**config.mk**
```make
export PLATFORM = sky130hd
export DESIGN_NAME = clk_divider
export DESIGN_NICKNAME = d
export VERILOG_FILES = /design/src/rtl/clk_divider.sv
export SDC_FILE = /design/constraint.sdc
export NUM_CORES = 1
export LEC_CHECK = 0
export ABC_AREA = 1
export CORE_MARGIN = 2
export CORE_UTILIZATION = 45
export CTS_CLUSTER_SIZE = 12
export DETAILED_ROUTE_END_ITERATION = 8
export HOLD_SLACK_MARGIN = 0.12
export PLACE_DENSITY_LB_ADDON = 0.3
export SLEW_MARGIN = 15
export SYNTH_ARGS = -nofsm -noshare
export SYNTH_HDL_FRONTEND = slang
export SYNTH_SLANG_ARGS = --single-unit
```
**constraint.sdc**
```tcl
create_clock -name i_clk_ref -period 6.7 [get_ports i_clk_ref]
set_clock_uncertainty 0.05 [all_clocks]
set_input_delay 2.01 -clock i_clk_ref [delete_from_list [all_inputs] [get_ports i_clk_ref]]
set_output_delay 2.01 -clock i_clk_ref [all_outputs]
set_load 0.02 [all_outputs]
```
**src/rtl/clk_divider.sv**
```systemverilog
// clk_divider: programmable integer clock divider with bypass.
// The output period is N reference cycles. Even N gives a 50% duty cycle.
// Odd N gives floor(N/2) high cycles and ceil(N/2) low cycles.
// N = 0 or 1, or i_clk_en = 0, routes i_clk_ref straight to the output.
module clk_divider #(
  parameter int DIV_RATIO_WD = 8
) (
  input  logic                    i_clk_ref,
  input  logic                    i_rst,
  input  logic                    i_clk_en,
  input  logic [DIV_RATIO_WD-1:0] i_div_ratio,
  output logic                    o_clk_out
);

  localparam logic [DIV_RATIO_WD-1:0] C_ZERO = {DIV_RATIO_WD{1'b0}};
  localparam logic [DIV_RATIO_WD-1:0] C_ONE  = {{(DIV_RATIO_WD-1){1'b0}}, 1'b1};
  localparam logic [DIV_RATIO_WD-1:0] C_TWO  = {{(DIV_RATIO_WD-2){1'b0}}, 2'b10};

  // Phase state: cycle counter within the current phase and the divided clock.
  logic [DIV_RATIO_WD-1:0] r_cnt;
  logic                    r_div_q;

  // Next-state values and derived phase lengths.
  logic [DIV_RATIO_WD-1:0] w_cnt_nxt;
  logic                    w_div_nxt;
  logic [DIV_RATIO_WD-1:0] w_hi_len;
  logic [DIV_RATIO_WD-1:0] w_lo_len;
  logic [DIV_RATIO_WD-1:0] w_len;
  logic [DIV_RATIO_WD-1:0] w_len_m1;
  logic                    w_bypass;
  logic                    w_phase_end;

  // High phase is the shorter half; the low phase absorbs the odd cycle.
  assign w_hi_len = i_div_ratio >> 1;
  assign w_lo_len = i_div_ratio - w_hi_len;

  // Ratios below 2 cannot be divided, so they fall back to bypass.
  assign w_bypass = ~i_clk_en | (i_div_ratio < C_TWO);

  // Select the length of the phase currently being timed.
  always_comb begin
    w_len = w_lo_len;
    if (r_div_q) begin
      w_len = w_hi_len;
    end else begin
      w_len = w_lo_len;
    end
  end

  // LEN is at least 1 whenever divide mode is active, so LEN-1 never underflows
  // in a case that matters; in bypass the result is ignored.
  assign w_len_m1 = w_len - C_ONE;

  // ">=" rather than "==" so a ratio that shrinks mid-phase ends the phase at
  // once instead of letting the counter run on and wrap.
  assign w_phase_end = (r_cnt >= w_len_m1);

  // Next-state logic: hold cleared in bypass, otherwise count or toggle.
  always_comb begin
    w_cnt_nxt = r_cnt;
    w_div_nxt = r_div_q;
    if (w_bypass) begin
      w_cnt_nxt = C_ZERO;
      w_div_nxt = 1'b0;
    end else if (w_phase_end) begin
      w_cnt_nxt = C_ZERO;
      w_div_nxt = ~r_div_q;
    end else begin
      w_cnt_nxt = r_cnt + C_ONE;
      w_div_nxt = r_div_q;
    end
  end

  // State register with synchronous active-high reset; restart in low phase.
  always_ff @(posedge i_clk_ref) begin
    if (i_rst) begin
      r_cnt   <= C_ZERO;
      r_div_q <= 1'b0;
    end else begin
      r_cnt   <= w_cnt_nxt;
      r_div_q <= w_div_nxt;
    end
  end

  // Output mux: reset forces low, bypass passes the reference clock through,
  // otherwise drive the divided clock register. A glitch at a mode switch is
  // accepted; consumers must not switch modes while relying on clean edges.
  always_comb begin
    o_clk_out = 1'b0;
    if (i_rst) begin
      o_clk_out = 1'b0;
    end else if (w_bypass) begin
      o_clk_out = i_clk_ref;
    end else begin
      o_clk_out = r_div_q;
    end
  end

endmodule

```
==> reports/metrics.yaml <==
status: "complete, no violations"
crit_fanout: 2
antenna_found_initial: 0
grt_overflow: 0
antenna_cells: 0
crit_buf_inv: 3
pin_count: 12
area_growth_syn_to_layout_pct: 14.76
ys_warn_count: 0
crit_family: "buffers and inverters"
grt_usage_pct: 17.10
min_path_type: "flop to flop"
syn_nets: 224
worstMarginPinSlew_ps: 305.1
synthDistinctLibCells: 26
num_vias: 1151
worstPathRequired_ps: 4640
clkTransAtPathRegs_ps: 70
ys_seq_area_share_pct: 14.56
postSynth.asyncResetShare_pct: 0
layout-drive-gt1-share_pct: 9.223
cap_violations: 0
final_cell_mix: "nand2_1 (43), inv_1 (32), ha_1 (22)"
dr.pass1.iters: 4
worstSkewPairLatency_ps: 370
syn_area_mm2: 0.001237
slowest_stage: "clkdlybuf4s50_1"
gp_congestion: 0.8112
endpoint_kind: "primary output"
tns_ps: 0
finish.instance_area_mm2: 0.001420
placed_cell_area_mm2: 0.001370
dieArea_mm2: 0.003185
die_x_um: 56.44
port_buffers: 11
synth_edf_count: 0
drt_iter0_drc: 22
arrival_ps: 4360
die_h_um: 56.44
setup_viol: 0
num-nets-final: 241
start_kind: "clock port"
final_util_pct: 52.86
cts_tree: "yes"
synthFlopType: "dfxtp_1"
syn_avg_cell_area_um2: 6.513
drc: 0
finalMaxSlewViolations: 0
viasPerCell: 4.857
antenna_left: 0
critPathMostFrequentCell: "clkbuf_4"
postCtsSetupRepairBufs: 0
slowest_delay_ps: 550
totalPowerFinal_uw: 209.3
rows: 19
synth_cells: 190
rsz0062_at_grt: "no"
ir_drop_mv: 0.1194
final_common_cell: "nand2_1"
critPathKind: "clock port to primary output"
start_util_pct: 46.06
grt_pass1_wl_um: 4284
slew_headroom_pct: 79.61
core-area_mm2: 0.002686
grt_max_degree: 14
routedWlPerCell_um: 9.726
drt_wl_total_um: 2305
cts_hold_buf: 0
place_hpwl_um: 1916
power.density_mw_per_mm2: 147.4
hold_viol: 0
grt_pass1_vias: 1074
cts_resized: 0
synth_seq_cells: 9
p_leak_nw: 0.7365
cp_cell_sequence: "clkbuf_4, clkbuf_4, o21ai_0, a21oi_1, clkdlybuf4s50_1"
==> per-layer routing <==
| metal | wire, µm | part of all wire (%) | track usage [%] |
|---|---|---|---|
| met1 | 1137 | 49 | 20.90 |
| met3 | 65 | 2.8 | 4.378 |
| met5 | 0 | 0 | 0 |
| met4 | 56 | 2.4 | 9.864 |
| met2 | 1046 | 45 | 26.91 |
==> synthesized netlist by cell type, types with 2 or more instances <==
cell | count | area, µm²
xor2_1 | 5 | 43.79
nand3_1 | 17 | 85.08
or2_1 | 2 | 12.51
a21oi_1 | 10 | 50.05
nand2_1 | 43 | 161.4
nor3_1 | 2 | 10.01
nor2_2 | 2 | 12.51
o21ai_2 | 3 | 26.28
nand4_1 | 6 | 37.54
o21ai_0 | 3 | 15.01
nand2_2 | 3 | 18.77
xnor2_1 | 3 | 26.28
nor2_1 | 17 | 63.81
inv_1 | 32 | 120.1
ha_1 | 22 | 275.3
dfxtp_1 | 9 | 180.2
nand3_2 | 2 | 20.02
==> where the power goes <==
part	internal (mW)	switching [mW]
clock network	0.0444	0.0279
registers	0.0542	0.000870
logic	0.0331	0.0488
total	0.132	0.0776
==> kinds of logic (layout without fill, tap and decap cells) <==
| kind of cell | count (synthesis) | count (layout) | share of synthesized area (%) |
|---|---|---|---|
| DFF | 9 | 9 | 14.56 |
| AOI/OAI and AO/OA | 17 | 17 | 7.887 |
| xor gates and xnor gates | 8 | 8 | 5.663 |
| adders and majority gates | 23 | 23 | 23.86 |
| and+or+nand+nor | 98 | 98 | 36.70 |
| buffers and inverters | 35 | 51 | 11.32 |
==> flip-flops by register name, summed over array words and instances, names as in the netlist <==
name     flops
r_cnt        8
r_div_q      1
==> final timing paths <==
check	from	endpoint	slack [ps]	cells past startpoint
worst min register to register	r_cnt[0]	r_cnt[0]	420	1
worst max register to register	r_div_q	r_cnt[5]	3620	17
worst min-delay path	r_cnt[0]	r_cnt[0]	420	1
worst max-delay path	i_clk_ref	o_clk_out	280	5
==> per-stage QoR <==
step | hold WS (ps) | setup WS [ps] | instances
finish | 415.8 | 278.6 | 237
global route | 459.4 | 181.8 | 237
CTS | 416.9 | 252.2 | 237
detailed placement | 406.1 | 573.7 | 230
global placement | 397.7 | 572.5 | 230
floorplan | 379.7 | 1037 | 190
==> cell type report <==
class,instances,area (µm²)
clock buffers,7,55.05
clock inverters,1,5.005
fillers,274,1266
inverters,33,123.9
multi-input cells,146,917.1
flip-flops and latches,9,180.2
well taps,31,38.79
repair buffers,10,100.1
Note: power is estimated with default switching activity, not from simulation.
